File: src/rtl/alu_pkg.sv
// Shared types for the sequential ALU: opcodes, FSM states and the
// registered status-flag bundle.
package alu_pkg;

    typedef enum logic [2:0] {
        OP_ADC    = 3'd0,
        OP_ADD    = 3'd1,
        OP_MAX    = 3'd2,
        OP_SHLADD = 3'd3,
        OP_SHRADD = 3'd4,
        OP_ABS    = 3'd5,
        OP_ADD2B  = 3'd6,
        OP_AND    = 3'd7
    } op_e;

    typedef enum logic {
        IDLE  = 1'b0,
        SHIFT = 1'b1
    } state_e;

    typedef struct packed {
        logic co;
        logic ov;
        logic z;
        logic neg;
        logic agb;
        logic eq;
    } alu_flags_t;

    function automatic logic is_shift_op(op_e op);
        return (op == OP_SHLADD) || (op == OP_SHRADD);
    endfunction

endpackage

File: src/rtl/alu_core.sv
// Combinational result/flag computation for all eight ALU operations.
// Ports: a, b operands; sh pre-shifted a (ops 3/4); op; ci -> w, f.
import alu_pkg::*;

module alu_core #(
    parameter int W = 8
) (
    input  logic [W-1:0] a,
    input  logic [W-1:0] b,
    input  logic [W-1:0] sh,
    input  op_e          op,
    input  logic         ci,
    output logic [W-1:0] w,
    output alu_flags_t   f
);

    logic [W:0]   sum1;
    logic [W+1:0] sum2;
    logic [W+1:0] ex2;

    always_comb begin
        sum1 = '0;
        sum2 = '0;
        ex2  = '0;
        w    = '0;
        f    = '0;
        unique case (op)
            OP_ADC, OP_ADD: begin
                sum1 = {1'b0, a} + {1'b0, b}
                     + {{W{1'b0}}, ci & (op == OP_ADC)};
                w    = sum1[W-1:0];
                f.co = sum1[W];
                f.ov = (a[W-1] == b[W-1]) && (w[W-1] != a[W-1]);
            end
            OP_MAX: begin
                w = ($signed(a) > $signed(b)) ? a : b;
            end
            OP_SHLADD, OP_SHRADD: begin
                w    = a + sh;
                f.ov = (a[W-1] == sh[W-1]) && (w[W-1] != a[W-1]);
            end
            OP_ABS: begin
                w    = a[W-1] ? (~a + W'(1)) : a;
                // Negating the most-negative value wraps back onto itself.
                f.ov = a[W-1] && (a[W-2:0] == '0);
            end
            OP_ADD2B: begin
                sum2 = {2'b00, a} + {2'b00, b} + {2'b00, b};
                // Sign-extended to W+2 bits, a+2b can never overflow.
                ex2  = {{2{a[W-1]}}, a} + {{2{b[W-1]}}, b}
                     + {{2{b[W-1]}}, b};
                w    = sum2[W-1:0];
                f.co = sum2[W];
                f.ov = (ex2[W+1:W-1] != 3'b000)
                    && (ex2[W+1:W-1] != 3'b111);
            end
            OP_AND: begin
                w = a & b;
            end
        endcase
        f.z   = (w == '0);
        f.neg = w[W-1];
        f.agb = $signed(a) > $signed(b);
        f.eq  = (a == b);
    end

endmodule

File: src/rtl/alu_seq.sv
// Handshaked W-bit ALU with a one-bit-per-cycle shifter for ops 3/4.
// Ports: start/ready accept; a, b, s, n, ci operands; done pulse, w, flags.
import alu_pkg::*;

module alu_seq #(
    parameter int W  = 8,
    parameter int NW = $clog2(W)
) (
    input  logic          clk,
    input  logic          rst,
    input  logic          start,
    input  logic [W-1:0]  a,
    input  logic [W-1:0]  b,
    input  logic [2:0]    s,
    input  logic [NW-1:0] n,
    input  logic          ci,
    output logic          ready,
    output logic          done,
    output logic [W-1:0]  w,
    output logic          co,
    output logic          ov,
    output logic          z,
    output logic          neg,
    output logic          agb,
    output logic          eq
);

    state_e        state_q, state_d;
    logic [W-1:0]  a_q, a_d;
    logic [W-1:0]  b_q, b_d;
    op_e           s_q, s_d;
    logic          ci_q, ci_d;
    logic [W-1:0]  sh_q, sh_d;
    logic [NW-1:0] cnt_q, cnt_d;
    logic [W-1:0]  w_q, w_d;
    alu_flags_t    fl_q, fl_d;
    logic          done_q, done_d;

    logic [W-1:0]  core_a, core_b, core_sh, core_w;
    op_e           core_op, s_in;
    logic          core_ci, accept;
    alu_flags_t    core_f;

    assign ready  = (state_q == IDLE) && !rst;
    assign accept = start && ready;
    assign s_in   = op_e'(s);

    // Single-cycle ops finish on the accept edge, so in IDLE the core
    // sees the live inputs; in SHIFT it sees the latched operands.
    always_comb begin
        if (state_q == IDLE) begin
            core_a  = a;
            core_b  = b;
            core_sh = a;
            core_op = s_in;
            core_ci = ci;
        end else begin
            core_a  = a_q;
            core_b  = b_q;
            core_sh = sh_q;
            core_op = s_q;
            core_ci = ci_q;
        end
    end

    alu_core #(.W(W)) u_core (
        .a  (core_a),
        .b  (core_b),
        .sh (core_sh),
        .op (core_op),
        .ci (core_ci),
        .w  (core_w),
        .f  (core_f)
    );

    always_comb begin
        state_d = state_q;
        a_d     = a_q;
        b_d     = b_q;
        s_d     = s_q;
        ci_d    = ci_q;
        sh_d    = sh_q;
        cnt_d   = cnt_q;
        w_d     = w_q;
        fl_d    = fl_q;
        done_d  = 1'b0;
        unique case (state_q)
            IDLE: begin
                if (accept) begin
                    a_d  = a;
                    b_d  = b;
                    s_d  = s_in;
                    ci_d = ci;
                    if (is_shift_op(s_in)) begin
                        state_d = SHIFT;
                        sh_d    = a;
                        cnt_d   = n;
                    end else begin
                        w_d    = core_w;
                        fl_d   = core_f;
                        done_d = 1'b1;
                    end
                end
            end
            SHIFT: begin
                if (cnt_q != '0) begin
                    if (s_q == OP_SHLADD) begin
                        sh_d = {sh_q[W-2:0], 1'b0};
                    end else begin
                        sh_d = {sh_q[W-1], sh_q[W-1:1]};
                    end
                    cnt_d = cnt_q - NW'(1);
                end else begin
                    w_d     = core_w;
                    fl_d    = core_f;
                    done_d  = 1'b1;
                    state_d = IDLE;
                end
            end
        endcase
    end

    always_ff @(posedge clk) begin
        if (rst) begin
            state_q <= IDLE;
            a_q     <= '0;
            b_q     <= '0;
            s_q     <= OP_ADC;
            ci_q    <= 1'b0;
            sh_q    <= '0;
            cnt_q   <= '0;
            w_q     <= '0;
            fl_q    <= '0;
            done_q  <= 1'b0;
        end else begin
            state_q <= state_d;
            a_q     <= a_d;
            b_q     <= b_d;
            s_q     <= s_d;
            ci_q    <= ci_d;
            sh_q    <= sh_d;
            cnt_q   <= cnt_d;
            w_q     <= w_d;
            fl_q    <= fl_d;
            done_q  <= done_d;
        end
    end

    assign done = done_q;
    assign w    = w_q;
    assign co   = fl_q.co;
    assign ov   = fl_q.ov;
    assign z    = fl_q.z;
    assign neg  = fl_q.neg;
    assign agb  = fl_q.agb;
    assign eq   = fl_q.eq;

endmodule

File: config.mk
export PLATFORM = sky130hd
export DESIGN_NAME = alu_seq
export DESIGN_NICKNAME = d
export VERILOG_FILES = /design/src/rtl/alu_pkg.sv /design/src/rtl/alu_core.sv /design/src/rtl/alu_seq.sv
export SDC_FILE = /design/constraint.sdc
export NUM_CORES = 1
export LEC_CHECK = 0
export CAP_MARGIN = 30
export CORE_ASPECT_RATIO = 0.8
export CORE_UTILIZATION = 65
export CTS_BUF_LIST = sky130_fd_sc_hd__clkbuf_2 sky130_fd_sc_hd__clkbuf_4 sky130_fd_sc_hd__clkbuf_8
export DETAILED_ROUTE_END_ITERATION = 10
export PLACE_DENSITY = 0.9
export SETUP_SLACK_MARGIN = 0.05
export SLEW_MARGIN = 10
export SYNTH_ARGS = -nofsm -noshare
export SYNTH_HDL_FRONTEND = slang
export SYNTH_SLANG_ARGS = --single-unit
File: constraint.sdc
create_clock -name clk -period 8.3 [get_ports clk]
set_input_delay 0.83 -clock clk [delete_from_list [all_inputs] [get_ports clk]]
set_output_delay 0.83 -clock clk [all_outputs]
set_load 0.01 [all_outputs]
==> impl_metrics.ini, run 1 <==
[clock_tree]
cts.clk_slew.worst_paths_ns = 0.10
clock_latency_ns = 0.32
htreeDepth = 2
cts.path.max_buffers = 2
cts_buffers = 5
ctsResizeCount = 0
cts_tree = built
cts_root_buffer = clkbuf_8
post_cts_buffers = 0
ctsHoldBuffers = 0
cts_sinks = 46

[drt]
vias = 4424
wl_per_cell_um = 18.8
drtIter0Drc = 408
drc_errors = 0
firstDrtPassIters = 5
wl_um = 12700
ant_nets = 0
post_drt_via_cell_ratio = 6.54

[layout]
antennaDiodeCount = 0
nFillCells = 482
final_cells = 676
layout_commonest_cell = nand2_1
final_nets = 655
final_cell_mix = nand2_1, o21ai_0, dfxtp_1
syn_to_final_growth_pct = 11.8
drive_gt1_share_pct = 6.76

[grt]
grt_start_max_net_pins = 65
antenna_found_initial = 0
grt_pass1_vias = 3931
grt_pass1_wl_um = 19700
grt_usage_pct = 36.6
overflow = 0

[timing]
slew_headroom_pct = 37.1
rsz0062_at_grt = no
finalCritPeriodShare_pct = 52.4
slew_viol_final = 0
skew_ns = 0.0133
final.min_clock_period_ns = 4.35
fmax_mhz = 230
finalSetupViolCount = 0
worst_pin_slew_ns = 0.933
finalHoldViolCount = 0
finalSetupTns_ns = 0

[power]
p_total_uw = 643
power_frac_seq_pct = 38.0
p_comb_share_pct = 39.3
ir_drop_uv = 104
p_sw_share_pct = 38.0
power.switching_uw = 244
p_per_area_nw_per_um2 = 134
clkPwrFrac_pct = 22.7
p_int_uw = 399
leakagePower_uw = 0.00181

[worst_setup_path]
critPathLaunchType = flop
rr_startpoint = state_q
required_ns = 8.52
endpoint_kind = flop
rr_endpoint = ov
r2r_slack_ns = 3.95
critPathKind = reg2reg
reg2reg_depth = 14
critPathArrivalTime_ns = 4.57
path_max_fanout = 64

[status]
status = completed

[die]
std_cell_rows = 26
start_util_pct = 67.2
dieHeight_um = 74.8
core_area_um2 = 6410
ios = 42
die_area_um2 = 6960
die_w_um = 93.0

[yosys]
synthArstFlopShare_pct = 0
synth_edf_count = 0
synth-seq-area-share_pct = 21.4
syn_inst = 565
ys_warn_count = 0
synth_area_um2 = 4310
ys_seq_elements = 46
netlist-cell-type-count = 74
synth_nets = 628
ys.flop_type = dfxtp_1
syn_avg_cell_area_um2 = 7.62

[worst_hold_path]
hold_path_class = reg2reg
timing.hold.worst.start = b_q[6]
holdPathStages = 2
worstHoldEndpoint = b_q[6]

[placed_design]
gp_congestion = 0.995
dp.cells = 668
dp_hpwl_um = 9710
io_buffer_count = 41

[job]
max_cap_viol_count = 0
==> flip-flops by register name, indices dropped and copies added, names as in the netlist <==
name     flops
state_q      1
ov           1
agb          1
b_q          8
co           1
sh_q         8
cnt_q        3
z            1
eq           1
ci_q         1
s_q          3
done         1
a_q          8
w            8
==> critical path: stages (launching register included) <==
cell	delay [ns]
dfxtp_2	0.36
buf_4	0.56
mux2i_1	0.33
inv_1	0.31
ha_1	0.23
inv_1	0.06
fa_1	0.41
nand2b_1	0.19
a21oi_1	0.40
o21ai_0	0.27
mux2i_1	0.20
a2111oi_2	0.36
a21o_1	0.17
o211ai_1	0.08
a311oi_1	0.26
==> power by group through the flow <==
stage	sequential (uW)	clock (uW)	combinational (uW)
2_1_floorplan	249	0	169
3_3_place_gp	248	0	241
3_5_place_dp	249	0	244
4_1_cts	244	146	245
5_1_grt	246	151	274
6_report	244	146	253
==> logic make-up after synthesis <==
logic type	after synthesis	synth area share (%)
DFF	46	21.4
muxes	32	8.05
AOI/OAI and AO/OA	176	26.8
adders and majority gates	37	11.4
and+or+nand+nor	199	22.9
buffers and inverters	57	5.72
xor gates and xnor gates	18	3.66
==> synthesized netlist by cell type, types with 3 or more instances <==
master / n / area [um^2]
nand2_1: 65 / 244
o21ai_0: 54 / 270
dfxtp_1: 46 / 921
nor2_1: 40 / 150
a21oi_1: 37 / 185
ha_1: 33 / 413
inv_1: 29 / 109
nand2b_1: 25 / 156
mux2i_1: 19 / 190
nand3_1: 16 / 80.1
nor3_1: 16 / 80.1
xnor2_1: 16 / 140
clkbuf_1: 14 / 52.6
o211ai_1: 13 / 97.6
mux2_2: 9 / 101
a211oi_1: 7 / 52.6
nor2b_1: 7 / 43.8
a31oi_1: 6 / 37.5
a21o_1: 5 / 37.5
a22oi_1: 5 / 37.5
buf_2: 5 / 25.0
nor3b_1: 5 / 37.5
o21bai_1: 5 / 37.5
or3_1: 5 / 31.3
fa_1: 4 / 80.1
mux2i_2: 4 / 55.1
o21a_1: 4 / 30.0
o31ai_1: 4 / 30.0
a22o_1: 3 / 26.3
a311oi_1: 3 / 26.3
buf_4: 3 / 22.5
==> how the worst max path moves through the flow <==
stage / start / endpoint / slack, ns / cells after the start
floorplan: state_q / z / 4.84 / 14
global placement: s[2] / w[6] / 3.71 / 15
detailed placement: s[2] / w[6] / 3.68 / 15
CTS: state_q / w[6] / 3.90 / 15
global route: state_q / ov / 3.67 / 14
finish: state_q / ov / 3.95 / 14
==> layer usage <==
layer	up-vias	part of all wire [%]	wire length [um]	track usage, %
met2	246	45	5740	58.5
li1	2106	-	-	-
met5	-	0	0	0
met1	2045	44	5630	51.8
met4	0	1.5	191	9.06
met3	27	9.1	1150	6.06
==> final cells by class <==
| type | count | area (um^2) | area share, % |
|---|---|---|---|
| multi-input combinational | 462 | 3140 | 65.2 |
| sequential | 46 | 922 | 19.2 |
| timing repair buffer | 46 | 448 | 9.30 |
| inverter | 31 | 116 | 2.42 |
| tap | 84 | 105 | 2.18 |
| clock buffer | 6 | 76.3 | 1.59 |
| clock inverter | 1 | 7.51 | 0.156 |
==> per-stage QoR <==
step | setup slack, ns | util (%) | cell area, um^2 | hold slack, ns
finish | 3.95 | 75.1 | 4810 | 0.478
global route | 3.67 | 75.1 | 4810 | 0.490
CTS | 3.90 | 75.0 | 4810 | 0.477
detailed placement | 3.68 | 73.7 | 4720 | 0.465
global placement | 3.71 | 73.7 | 4720 | 0.439
floorplan | 4.84 | - | 4310 | 0.445
(Power assumes the default switching activity.)
==> inputs of run 2 (changes only) <==
Settings changed: CORE_UTILIZATION 65 to 60, PLACE_DENSITY 0.9 to 0.84.
Clock period 8.3 ns to 4.3 ns, I/O delays scaled along.
==> run 2 against run 1 <==
Highest routed layer unchanged. Maximum frequency rose by 15%. Global-route usage fell by 1.1 points. Routed wire length rose by 3.7%. Power grew 92%. Via count grew 1.2%. Sequential power increased by 94%. Register-to-register slack lost 3.4 ns. First-iteration DRC count grew 10%. Critical endpoint unchanged. Hold slack got worse by 0.024 ns. Utilization decreased by 4.3 points. Worst setup slack worse by 3.4 ns. Largest power group unchanged. Critical path type unchanged.
==> impl_metrics.ini, run 2 (synthesis results as in run 1) <==
[die]
die_area_um2 = 7520
dieHeight_um = 77.8
die_w_um = 96.7
std_cell_rows = 27
core_area_um2 = 6930
ios = 42
start_util_pct = 62.2

[placed_design]
gp_congestion = 0.979
dp_hpwl_um = 10300
io_buffer_count = 41

[clock_tree]
htreeDepth = 2
cts_buffers = 5
post_cts_buffers = 0
cts.path.max_buffers = 2
cts_tree = built
ctsHoldBuffers = 0
cts_root_buffer = clkbuf_8
cts_sinks = 46
cts.clk_slew.worst_paths_ns = 0.09
ctsResizeCount = 0
clock_latency_ns = 0.30

[worst_setup_path]
critPathArrivalTime_ns = 4.01
endpoint_kind = flop
critPathKind = reg2reg
required_ns = 4.51
path_max_fanout = 34
critPathLaunchType = flop

[power]
ir_drop_uv = 189
p_total_uw = 1240
p_per_area_nw_per_um2 = 252
leakagePower_uw = 0.00186

[timing]
fmax_mhz = 263
slew_headroom_pct = 42.4
slew_viol_final = 0
finalSetupTns_ns = 0
rsz0062_at_grt = no
finalSetupViolCount = 0
finalHoldViolCount = 0
finalCritPeriodShare_pct = 88.3
skew_ns = 0.00887
final.min_clock_period_ns = 3.80
worst_pin_slew_ns = 0.847

[job]
max_cap_viol_count = 0

[layout]
final_nets = 666
layout_commonest_cell = nand2_1
syn_to_final_growth_pct = 13.9
final_cell_mix = nand2_1, o21ai_0, dfxtp_1
drive_gt1_share_pct = 8.46
antennaDiodeCount = 0
nFillCells = 569

[grt]
grt_usage_pct = 35.4
grt_pass1_vias = 4136
grt_pass1_wl_um = 21100
grt_start_max_net_pins = 48
antenna_found_initial = 0
overflow = 0

[drt]
wl_met2_um = 5800
wl_um = 13200
firstDrtPassIters = 5
drtIter0Drc = 449
ant_nets = 0
wl_met3_um = 1270
drc_errors = 0
wirelength_met1_um = 5820
post_drt_via_cell_ratio = 6.49
routed.top_layer = met4
vias = 4479
wl_per_cell_um = 19.1

[worst_hold_path]
hold_path_class = reg2reg

[status]
status = completed
[run 2: worst paths after layout]
kind / startpoint / end / slack (ns) / cells after the start
worst max-delay path: state_q / ov / 0.50 / 13
worst min register to register: w[2] / w[2] / 0.45 / 2
worst min-delay path: w[2] / w[2] / 0.45 / 2
worst max register to register: state_q / ov / 0.50 / 13
[run 2: critical path, stage by stage (launching register included)]
cell and delay, ns:
dfxtp_4 0.63, mux2i_1 0.49, inv_1 0.25, ha_1 0.28, inv_1 0.07, fa_1 0.19
nand2b_1 0.13, a21oi_1 0.13, o21ai_0 0.40, mux2i_1 0.16, a2111oi_2 0.38, a21o_1 0.19
o211ai_1 0.10, a311oi_1 0.27
[run 2: where the power goes]
group	switching (uW)	leakage, uW	internal (uW)	total [uW]
Sequential	22.0	0.000378	451	473
Combinational	290	0.00144	207	497
Clock	149	0.0000407	118	267
[run 2: per-stage QoR]
step / cell area, um^2 / instances / util [%] / worst slack [ns] / hold WS (ns)
finish: 4900 / 690 / 70.8 / 0.502 / 0.455
global route: 4900 / 690 / 70.8 / 0.230 / 0.482
CTS: 4900 / 690 / 70.8 / 0.328 / 0.461
detailed placement: 4820 / 683 / 69.6 / 0.295 / 0.450
global placement: 4820 / 683 / 69.6 / 0.468 / 0.438
floorplan: 4310 / 565 / - / 0.838 / 0.445
[run 2: layout make-up]
cell class | count | area [um^2] | area share (%)
clock buffers | 6 | 76.3 | 1.56
inverters | 31 | 116 | 2.37
multi-input cells | 462 | 3140 | 64.0
well taps | 87 | 109 | 2.22
repair buffers | 57 | 531 | 10.8
clock inverters | 1 | 7.51 | 0.153
flip-flops and latches | 46 | 925 | 18.9
[run 2: per-layer routing]
metal / vias up / GRT usage (%)
met5: - / 0
met4: 0 / 8.96
met3: 27 / 7.57
met2: 252 / 56.3
met1: 2082 / 48.9
li1: 2118 / -
